<file path="config.mk">
export PLATFORM = sky130hd
export DESIGN_NAME = mux_arbiter
export DESIGN_NICKNAME = d
export VERILOG_FILES = /design/src/rtl/mux_arbiter.sv
export SDC_FILE = /design/constraint.sdc
export NUM_CORES = 1
export LEC_CHECK = 0
export CORE_UTILIZATION = 49
export CTS_CLUSTER_DIAMETER = 60
export DETAILED_ROUTE_END_ITERATION = 12
export GPL_TIMING_DRIVEN = 1
export PLACE_DENSITY = 0.82
export SLEW_MARGIN = 15
export SYNTH_ARGS = -nofsm -noshare
export SYNTH_HDL_FRONTEND = slang
export SYNTH_SLANG_ARGS = --single-unit
</file>
<file path="constraint.sdc">
create_clock -name clk -period 2.87 [get_ports clk]
set_clock_uncertainty 0.05 [all_clocks]
set_input_delay 0.574 -clock clk [delete_from_list [all_inputs] [get_ports clk]]
set_output_delay 0.574 -clock clk [all_outputs]
set_load 0.03 [all_outputs]
</file>
<file path="src/rtl/mux_arbiter.sv">
// Two-source round-robin arbiter driving a shared 2:1 mux into one registered output stage.
// Define MUX_ARB_FIXED_PRIO_EN to give source A fixed priority instead of round-robin.
//
// state   | meaning
// IDLE    | no grant; arbitrate among valid sources
// GRANT_A | A owns the mux for up to BURST_LEN beats
// GRANT_B | B owns the mux for up to BURST_LEN beats
module mux_arbiter #(
   parameter int BUS_WIDTH = 4,
   parameter int BURST_LEN = 4
) (
   input  logic                 clk,
   input  logic                 rst_n,
   input  logic [BUS_WIDTH-1:0] a_data,
   input  logic                 a_valid,
   output logic                 a_ready,
   input  logic [BUS_WIDTH-1:0] b_data,
   input  logic                 b_valid,
   output logic                 b_ready,
   output logic [BUS_WIDTH-1:0] q,
   output logic                 q_valid,
   input  logic                 q_ready,
   output logic                 switch,
   output logic                 busy
);

   localparam int CW = $clog2(BURST_LEN + 1);
   localparam logic [CW-1:0] LAST_BEAT = CW'(BURST_LEN - 1);

   typedef enum logic [1:0] {
      IDLE    = 2'd0,
      GRANT_A = 2'd1,
      GRANT_B = 2'd2
   } state_t;

   state_t               state_q, state_d;
   logic [CW-1:0]        count_q, count_d;
   logic                 last_a_q, last_a_d;
   logic                 switch_q, switch_d;
   logic [BUS_WIDTH-1:0] q_q, q_d;
   logic                 q_valid_q, q_valid_d;

   logic can_load;
   logic a_xfer;
   logic b_xfer;
   logic burst_done;

   assign can_load   = !q_valid_q || q_ready;
   assign a_ready    = (state_q == GRANT_A) && can_load;
   assign b_ready    = (state_q == GRANT_B) && can_load;
   assign a_xfer     = a_valid && a_ready;
   assign b_xfer     = b_valid && b_ready;
   assign burst_done = (count_q == LAST_BEAT);

   assign q       = q_q;
   assign q_valid = q_valid_q;
   assign switch  = switch_q;
   assign busy    = (state_q != IDLE);

   always_comb begin
      state_d  = state_q;
      count_d  = count_q;
      last_a_d = last_a_q;
      case (state_q)
         IDLE: begin
`ifdef MUX_ARB_FIXED_PRIO_EN
            if (a_valid)      state_d = GRANT_A;
            else if (b_valid) state_d = GRANT_B;
`else
            if (a_valid && b_valid) state_d = last_a_q ? GRANT_B : GRANT_A;
            else if (a_valid)       state_d = GRANT_A;
            else if (b_valid)       state_d = GRANT_B;
`endif
         end
         GRANT_A: begin
            if (!a_valid || (a_xfer && burst_done)) begin
               last_a_d = 1'b1;
               count_d  = '0;
`ifdef MUX_ARB_FIXED_PRIO_EN
               // A keeps the bus on contention even at its own burst limit
               state_d  = b_valid ? (a_valid ? GRANT_A : GRANT_B) : IDLE;
`else
               state_d  = b_valid ? GRANT_B : IDLE;
`endif
            end else if (a_xfer) begin
               count_d = count_q + CW'(1);
            end
         end
         GRANT_B: begin
            if (!b_valid || (b_xfer && burst_done)) begin
               last_a_d = 1'b0;
               count_d  = '0;
`ifdef MUX_ARB_FIXED_PRIO_EN
               state_d  = a_valid ? GRANT_A : (b_valid ? GRANT_B : IDLE);
`else
               state_d  = a_valid ? GRANT_A : IDLE;
`endif
            end else if (b_xfer) begin
               count_d = count_q + CW'(1);
            end
         end
         default: begin
            state_d = IDLE;
            count_d = '0;
         end
      endcase
   end

   always_comb begin
      switch_d = switch_q;
      case (state_d)
         GRANT_A: switch_d = 1'b1;
         GRANT_B: switch_d = 1'b0;
         default: switch_d = switch_q;
      endcase
   end

   always_comb begin
      q_d       = q_q;
      q_valid_d = q_valid_q;
      if (a_xfer) begin
         q_d       = a_data;
         q_valid_d = 1'b1;
      end else if (b_xfer) begin
         q_d       = b_data;
         q_valid_d = 1'b1;
      end else if (q_ready) begin
         q_valid_d = 1'b0;
      end
   end

   always_ff @(posedge clk or negedge rst_n) begin
      if (!rst_n) begin
         state_q   <= IDLE;
         count_q   <= '0;
         last_a_q  <= 1'b0;
         switch_q  <= 1'b0;
         q_q       <= '0;
         q_valid_q <= 1'b0;
      end else begin
         state_q   <= state_d;
         count_q   <= count_d;
         last_a_q  <= last_a_d;
         switch_q  <= switch_d;
         q_q       <= q_d;
         q_valid_q <= q_valid_d;
      end
   end

endmodule

</file>
==> results.ini, run 1 <==
[flow_run]
maxCapViolations=0

[timing]
rsz0062_at_grt=no
tightest_slew_ns=0.560
fin_crit_sh=0.925
finalSetupViolCount=0
setup_tns_ns=0
min_period_ns=2.66
max_freq_mhz=377
hold_violations=0
slew_violations=0
slew_headroom=0.626

[power]
p_per_area_nw_per_um2=1050
combPwrFrac=0.593
p_sw_mw=0.481
intPower_mw=0.578
pwr-share-seq=0.274
leakage_nw=0.458
swShare=0.454
vdd_drop_max_mv=0.644
p_clk_frac=0.132

[synth]
yosys_register_bits=12
syn-num-nets=97
synth_cells=77
synth_cell_types=25
yosys_warnings=0
synth_area_um2=753
netlist.area_leader.share=0.399
synth_edf_count=0
synth_top_area_cell=dfrtp_1
synthArstFlopShare=1.00
synth.area.top_cells=dfrtp_1 40%, ha_1 12%, mux2i_1 6.6%
yosysSeqAreaShare=0.399
synthFlopType=dfrtp_1
avgSynthCellArea_um2=9.78

[die]
fp.dieW_um=41.2
initial_core_util=0.551
io_pins=22
die_area_um2=1700
die_y_um=41.2
fp.coreArea_um2=1370
rows=13

[clock_network]
cts_tree=built
htree_levels=1
cts_hold_buf=0
insertion_delay_ns=0.28
clkTransAtPathRegs_ns=0.08
cts_resized=0
clockBufferDepth=2
post-cts-setup-buffers=0
cts_num_sinks=12
cts_buffers=3
cts-root-buf=clkbuf_4

[grt]
grt_pass1_vias=509
gr-total-overflow=0
grt_use_total=0.220
grt_max_degree=13
grt_pass1_wl_um=2260
antenna_found_initial=0

[detailed_routing]
drt_wl_total_um=1680
drt-wirelength-per-cell_um=14.5
vias=613
initialDrtViolationCount=7
firstDrtPassIters=4
routed_via_density=5.28
route.detailed.drc=0
drt.antenna.violating_nets=0

[cells_and_area]
nets=122
drive_gt1_frac=0.149
antenna_cells=0
postLayoutCoreUtil=0.737
areaGrowthSynthToFinish_pct=33.7

[hold_path]
min_path_type=reg -> reg

[worst_setup_path]
crit_chain=clkdlybuf4s50_1 > nand2b_4 > and2_2 > clkdlybuf4s50_1
end_kind=output pin
cp.arrival_ns=2.03
crit_type=in -> out
cp.required_ns=2.25
slowest_delay_ns=0.65
path_common_cell=clkdlybuf4s50_1
critical_path.slowest_cell=clkdlybuf4s50_1
startpoint_type=input port
path_max_fanout=8

[place]
gp_congestion=0.695
dp_hpwl_um=1220
numPortBuffers=21

[outcome]
status=complete, no violations

final timing paths:
kind / from / to / slack, ns / cells past startpoint
setup / recovery: q_ready / b_ready / 0.21 / 4
hold / removal: count_q[2] / count_q[2] / 0.45 / 2
setup reg to reg: state_q[0] / switch / 0.79 / 8
hold reg to reg: count_q[2] / count_q[2] / 0.45 / 2
max in group asynchronous: rst_n / count_q[2] / 1.80 / 1
min in group asynchronous: rst_n / count_q[1] / 0.60 / 1
flip-flops by register name (all words and copies together), names as in the netlist:
name	count
q	4
count_q	3
state_q	2
last_a_q	1
q_valid	1
switch	1
cells in the final DEF, fill, tap and decap left out, drive strengths merged, types with 3 or more instances in the layout:
cell / instances
clkdlybuf4s50: 21
mux2i: 5
clkbuf: 4
ha: 7
o21ai: 13
inv: 7
and3: 3
a21oi: 4
dfrtp: 12
nand2: 11
nor2: 3
logic make-up (layout without fill, tap and decap cells):
kind of cell / Yosys count / count (layout) / share of synthesized area
AOI/OAI and AO/OA: 23 / 23 / 0.211
muxes: 5 / 5 / 0.0664
buffers and inverters: 8 / 32 / 0.0498
and+or+nand+nor: 22 / 22 / 0.158
adders and majority gates: 7 / 7 / 0.116
DFF: 12 / 12 / 0.399
cell usage after synthesis, types with 2 or more instances:
| cell | number |
|---|---|
| inv_1 | 7 |
| o21ai_1 | 4 |
| mux2i_1 | 5 |
| ha_1 | 7 |
| dfrtp_1 | 12 |
| nand2_1 | 11 |
| and2_2 | 2 |
| o21ai_2 | 2 |
| o21ai_0 | 7 |
| nor2_1 | 3 |
| a21oi_1 | 3 |
power by group through the flow:
stage          Sequential (mW)  Combinational (mW)  Clock [mW]
2_1_floorplan            0.360               0.358           0
3_3_place_gp             0.287               0.608           0
3_5_place_dp             0.293               0.622           0
4_1_cts                  0.290               0.628       0.143
5_1_grt                  0.297               0.690       0.149
6_report                 0.290               0.628       0.140
worst max-delay path, delay by kind of cell:
| family | cells | cell delay, ns |
|---|---|---|
| simple gates | 2 | 0.33 |
| buf+inv | 2 | 1.13 |
final cells by class:
cell class / count / area (um^2)
Sequential cell: 12 / 300
Fill cell: 103 / 359
Clock buffer: 4 / 36.3
Multi-Input combinational cell: 57 / 415
Tap cell: 15 / 18.8
Timing Repair Buffer: 21 / 210
Inverter: 7 / 26.3
through the flow:
stage	hold WS (ns)	instance area (um^2)	worst slack, ns	cells	total power [mW]
2_1_floorplan	0.228	753	0.970	77	0.718
3_5_place_dp	0.430	971	0.217	112	0.915
6_report	0.445	1010	0.214	116	1.06
4_1_cts	0.449	1010	0.215	116	1.06
5_1_grt	0.487	1010	0.145	116	1.14
3_3_place_gp	0.418	971	0.224	112	0.895
per-layer routing:
metal  vias to the layer above  GRT usage  routed length [um]
li1                        313          -                   -
met1                       282      0.259                 781
met2                        14      0.355                 794
met3                         4     0.0489                  59
met4                         0      0.145                  42
met5                         -          0                   0
No activity file was read; power rests on OpenSTA's default activity.
==> run 2, diff against run 1 <==
- CORE_MARGIN: default -> 2
- CORE_UTILIZATION: 49 -> 45
- PLACE_DENSITY: 0.82 -> 0.77
- clock period: 2.87 -> 2.7 ns (I/O delays scaled with it)
==> results.ini, run 2 (synthesized netlist as in run 1, its figures left out) <==
[timing]
rsz0062_at_grt=no
slew_violations=0  ; unchanged
finalSetupViolCount=0  ; unchanged
max_freq_mhz=395
setup_ws_ns=0.169  ; -0.0449 ns
fin_crit_sh=0.937
hold_violations=0  ; unchanged
min_period_ns=2.53
tightest_slew_ns=0.503  ; -0.0568 ns
hold_ws_ns=0.441  ; -0.00460 ns
setup_tns_ns=0  ; unchanged
slew_headroom=0.664  ; +0.0380

[detailed_routing]
initialDrtViolationCount=4  ; -3
drt_wl_total_um=1470  ; -12%
vias=621  ; +1.3%
firstDrtPassIters=4  ; unchanged
routed_via_density=5.31  ; +0.44%
drt-wirelength-per-cell_um=12.6  ; -13%
drt.antenna.violating_nets=0  ; unchanged
route.detailed.drc=0  ; unchanged

[outcome]
status=complete, no violations

[worst_setup_path]
crit_type=in -> out
end_kind=output pin
cp.arrival_ns=1.94  ; -0.09 ns
startpoint_type=input port
cp.required_ns=2.11  ; -0.14 ns
path_max_fanout=3  ; -5

[die]
die_area_um2=2020  ; +19%
io_pins=22  ; unchanged
rows=14  ; +1
fp.dieW_um=44.9  ; +9.0%
fp.coreArea_um2=1540  ; +13%
initial_core_util=0.489  ; -0.0626
die_y_um=44.9  ; +9.0%

[grt]
gr-total-overflow=0  ; unchanged
grt_pass1_wl_um=2640  ; +17%
grt_pass1_vias=618  ; +21%
grt_max_degree=13  ; unchanged
antenna_found_initial=0  ; unchanged
grt_use_total=0.187  ; -0.0335

[cells_and_area]
areaGrowthSynthToFinish_pct=33.1
largest_reg_flops=4  ; unchanged
antenna_cells=0  ; unchanged
layout_common_cells=21 x clkdlybuf4s50_1, 12 x dfrtp_1, 11 x nand2_1
final_common_cell=clkdlybuf4s50_1
layout.cell_area.non_filler_um2=1000  ; -0.50%
drive_gt1_frac=0.149  ; unchanged
nets=123  ; +0.82%
fillers=126  ; +22%

[clock_network]
post-cts-setup-buffers=0  ; unchanged
insertion_delay_ns=0.26  ; -0.02 ns
cts_buffers=3  ; unchanged
cts_num_sinks=12  ; unchanged
cts_resized=0  ; unchanged
cts_tree=built
cts-root-buf=clkbuf_4
cts_hold_buf=0  ; unchanged
clockBufferDepth=2  ; unchanged
htree_levels=1  ; unchanged
clkTransAtPathRegs_ns=0.07  ; about the same

[power]
fin_total_pwr_mw=1.08  ; +1.8%
p_per_area_nw_per_um2=1080  ; +2.3%
leakage_nw=0.456  ; -0.62%
vdd_drop_max_mv=0.732  ; +14%

[flow_run]
maxCapViolations=0  ; unchanged

[hold_path]
min_path_type=reg -> reg

[place]
place_area_um2=980  ; +0.90%
gp_congestion=0.763  ; +9.7%
dp_slack_ns=0.165  ; -0.0519 ns
numPortBuffers=21  ; unchanged
dp_hpwl_um=1160  ; -4.6%

## run 2: cell types whose count changed in the layout (fill, tap and decap cells not counted), sizes merged
cell    delta
buf        +1
clkbuf     -1
## run 2: final timing paths
check	end	slack [ns]	startpoint	depth (start not counted)
max	a_ready	0.17	q_ready	4
min	q[0]	0.44	q[0]	2
max reg2reg	switch	0.59	state_q[1]	8
min reg2reg	q[0]	0.44	q[0]	2
max in group asynchronous	count_q[2]	1.70	rst_n	1
min in group asynchronous	q[3]	0.56	rst_n	1
## run 2: worst max-delay path: stages
cell             delay, ns
clkdlybuf4s50_1       0.48
nand2b_4              0.13
and2_2                0.13
clkdlybuf4s50_1       0.65
## run 2: cell type report
| type | count | area, um^2 | share of cell area |
|---|---|---|---|
| Clock buffer | 3 | 22.5 | 0.0225 |
| Inverter | 7 | 26.3 | 0.0262 |
| Multi-Input combinational cell | 57 | 415 | 0.414 |
| Sequential cell | 12 | 300 | 0.300 |
| Tap cell | 16 | 20.0 | 0.0200 |
| Timing Repair Buffer | 22 | 218 | 0.217 |
## run 2: report_power, final
part | internal (mW) | switching [mW] | total (mW)
combinational | 0.284 | 0.386 | 0.670
sequential | 0.253 | 0.0528 | 0.306
clock | 0.0514 | 0.0503 | 0.102
## run 2: per-stage QoR
step	cells	util
2_1_floorplan	77	-
3_3_place_gp	114	0.636
3_5_place_dp	114	0.636
4_1_cts	117	0.650
5_1_grt	117	0.650
6_report	117	0.650
## run 2: routing by layer
layer / global-route usage / vias up / routed length, um
met1: 0.242 / 282 / 642
met3: 0.0240 / 6 / 54
li1: - / 317 / -
met5: 0 / - / 0
met2: 0.284 / 16 / 724
met4: 0.141 / 0 / 53
==> run 3, diff against run 2 <==
- CORE_UTILIZATION: 45 -> 41
- PLACE_DENSITY: 0.77 -> 0.74
- SETUP_SLACK_MARGIN: default -> 0.05
- clock period: 2.7 -> 2.2 ns (I/O delays scaled with it)
==> results.ini, run 3 (synthesized netlist as in run 1, its figures left out) <==
[clock_network]
post-cts-setup-buffers=0  ; unchanged
cts_tree=built
clockBufferDepth=2  ; unchanged
htree_levels=1  ; unchanged
cts-root-buf=clkbuf_4
cts_num_sinks=12  ; unchanged
cts_buffers=3  ; unchanged
insertion_delay_ns=0.27  ; about the same
clkTransAtPathRegs_ns=0.08  ; about the same
cts_hold_buf=0  ; unchanged

[place]
numPortBuffers=21  ; unchanged
place_area_um2=1000  ; +2.2%
dp_hpwl_um=1260  ; +7.9%
gp_congestion=0.931  ; +22%

[cells_and_area]
antenna_cells=0  ; unchanged
largest_reg_flops=4  ; unchanged
fillers=152  ; +21%
final_common_cell=clkdlybuf4s50_1
nets=125  ; +1.6%
drive_gt1_frac=0.192  ; +0.0438
layout.cell_area.non_filler_um2=1040  ; +3.4%
layout_common_cells=18 x clkdlybuf4s50_1, 12 x dfrtp_1, 11 x nand2_1
areaGrowthSynthToFinish_pct=37.5

[detailed_routing]
drt_wl_total_um=1540  ; +4.4%
vias=659  ; +6.1%
drt.antenna.violating_nets=0  ; unchanged
routedLengthMet1_um=732  ; +14%
highest_layer=met4
dr_wl_met3_um=49  ; -9.3%
routed_via_density=5.11  ; -3.8%
drt-wirelength-per-cell_um=11.9  ; -5.3%
route.met2.wl_um=738  ; +1.9%
initialDrtViolationCount=8  ; +4
firstDrtPassIters=4  ; unchanged
route.detailed.drc=0  ; unchanged

[power]
p_per_area_nw_per_um2=1340  ; +24%
leakage_nw=0.478  ; +4.8%
vdd_drop_max_mv=0.646  ; -12%

[flow_run]
maxCapViolations=0  ; unchanged

[worst_setup_path]
r2r-start=state_q[0]
path_max_fanout=5  ; +2
cpLargestDelayFamily=buffers and inverters
crit_buf_inv=3  ; +1
cp.arrival_ns=1.58  ; -0.36 ns
crit_type=reg -> out
path_common_cell=inv_1
slowest_delay_ns=0.42  ; -0.23 ns
end_kind=output pin
regToRegEndpoint=switch
critPathLaunch=state_q[0]
startpoint_type=register
cp.required_ns=1.71  ; -0.40 ns
reg2reg_setup_slack_ns=0.28  ; -0.31 ns
rr_worst_depth=8  ; unchanged
crit_chain=inv_1 > ha_1 > inv_1 > dlygate4sd2_1
critical_path.slowest_cell=dlygate4sd2_1

[timing]
finalSetupViolCount=0  ; unchanged
fin_crit_sh=0.942
slew_headroom=0.626  ; -0.0378
setup_tns_ns=0  ; unchanged
tightest_slew_ns=0.560  ; +0.0566 ns
max_freq_mhz=482
slew_violations=0  ; unchanged
hold_violations=0  ; unchanged
rsz0062_at_grt=no
hold_ws_ns=0.447  ; +0.00685 ns
min_period_ns=2.07

[die]
io_pins=22  ; unchanged
die_y_um=46.9  ; +4.3%
rows=15  ; +1
die_area_um2=2200  ; +8.9%
fp.dieW_um=46.9  ; +4.3%
initial_core_util=0.436  ; -0.0524
fp.coreArea_um2=1730  ; +12%

[hold_path]
worstHoldStart=q[0]
min_path_type=reg -> reg
worstHoldEndpoint=q[0]
hold_depth=2  ; unchanged

[grt]
grt_pass1_wl_um=2460  ; -6.8%
gr-total-overflow=0  ; unchanged
grt_pass1_vias=595  ; -3.7%
grt_use_total=0.158  ; -0.0291
antenna_found_initial=0  ; unchanged
grt_max_degree=13  ; unchanged

[outcome]
status=complete, no violations

[run 3: timing repair]
item,in CTS,in global routing
pin swaps,0,1
setup endpoints to repair,1,1
gates resized for setup,1,0
[run 3: worst max path at each step]
stage,depth (start not counted),end
after floorplan,8,switch
after global placement,7,switch
after detailed placement,7,switch
after CTS,4,busy
after global routing,4,busy
final,4,busy
[run 3: cell type report]
type | count | area [um^2] | share of cell area
Multi-Input combinational cell | 57 | 415 | 0.401
Inverter | 7 | 26.3 | 0.0254
Clock buffer | 4 | 36.3 | 0.0350
Timing Repair Buffer | 24 | 226 | 0.219
Sequential cell | 12 | 300 | 0.290
Tap cell | 25 | 31.3 | 0.0302
[run 3: metrics by stage]
step	util	std cells	setup WS, ns	total power, mW
2_1_floorplan	-	77	0.300	0.937
3_3_place_gp	0.580	125	0.0895	1.20
3_5_place_dp	0.580	125	-0.0141	1.23
4_1_cts	0.600	129	0.117	1.40
5_1_grt	0.600	129	0.0521	1.49
6_report	0.600	129	0.127	1.38
[run 3: metal layers]
metal,GRT usage,vias up
li1,-,319
met1,0.216,320
met2,0.247,18
met3,0.0115,2
met4,0.0889,0
met5,0,-
[run 3: report_power, final]
part	total, mW	leakage (nW)	switching [mW]	internal (mW)
Combinational	0.832	0.306	0.483	0.349
Sequential	0.378	0.151	0.0679	0.310
Clock	0.175	0.0210	0.0743	0.100
[run 3: worst min-delay path, cell delays in order (launching register included)]
cell     delay, ns
dfrtp_1       0.35
nand2_1       0.05
o21ai_1       0.06
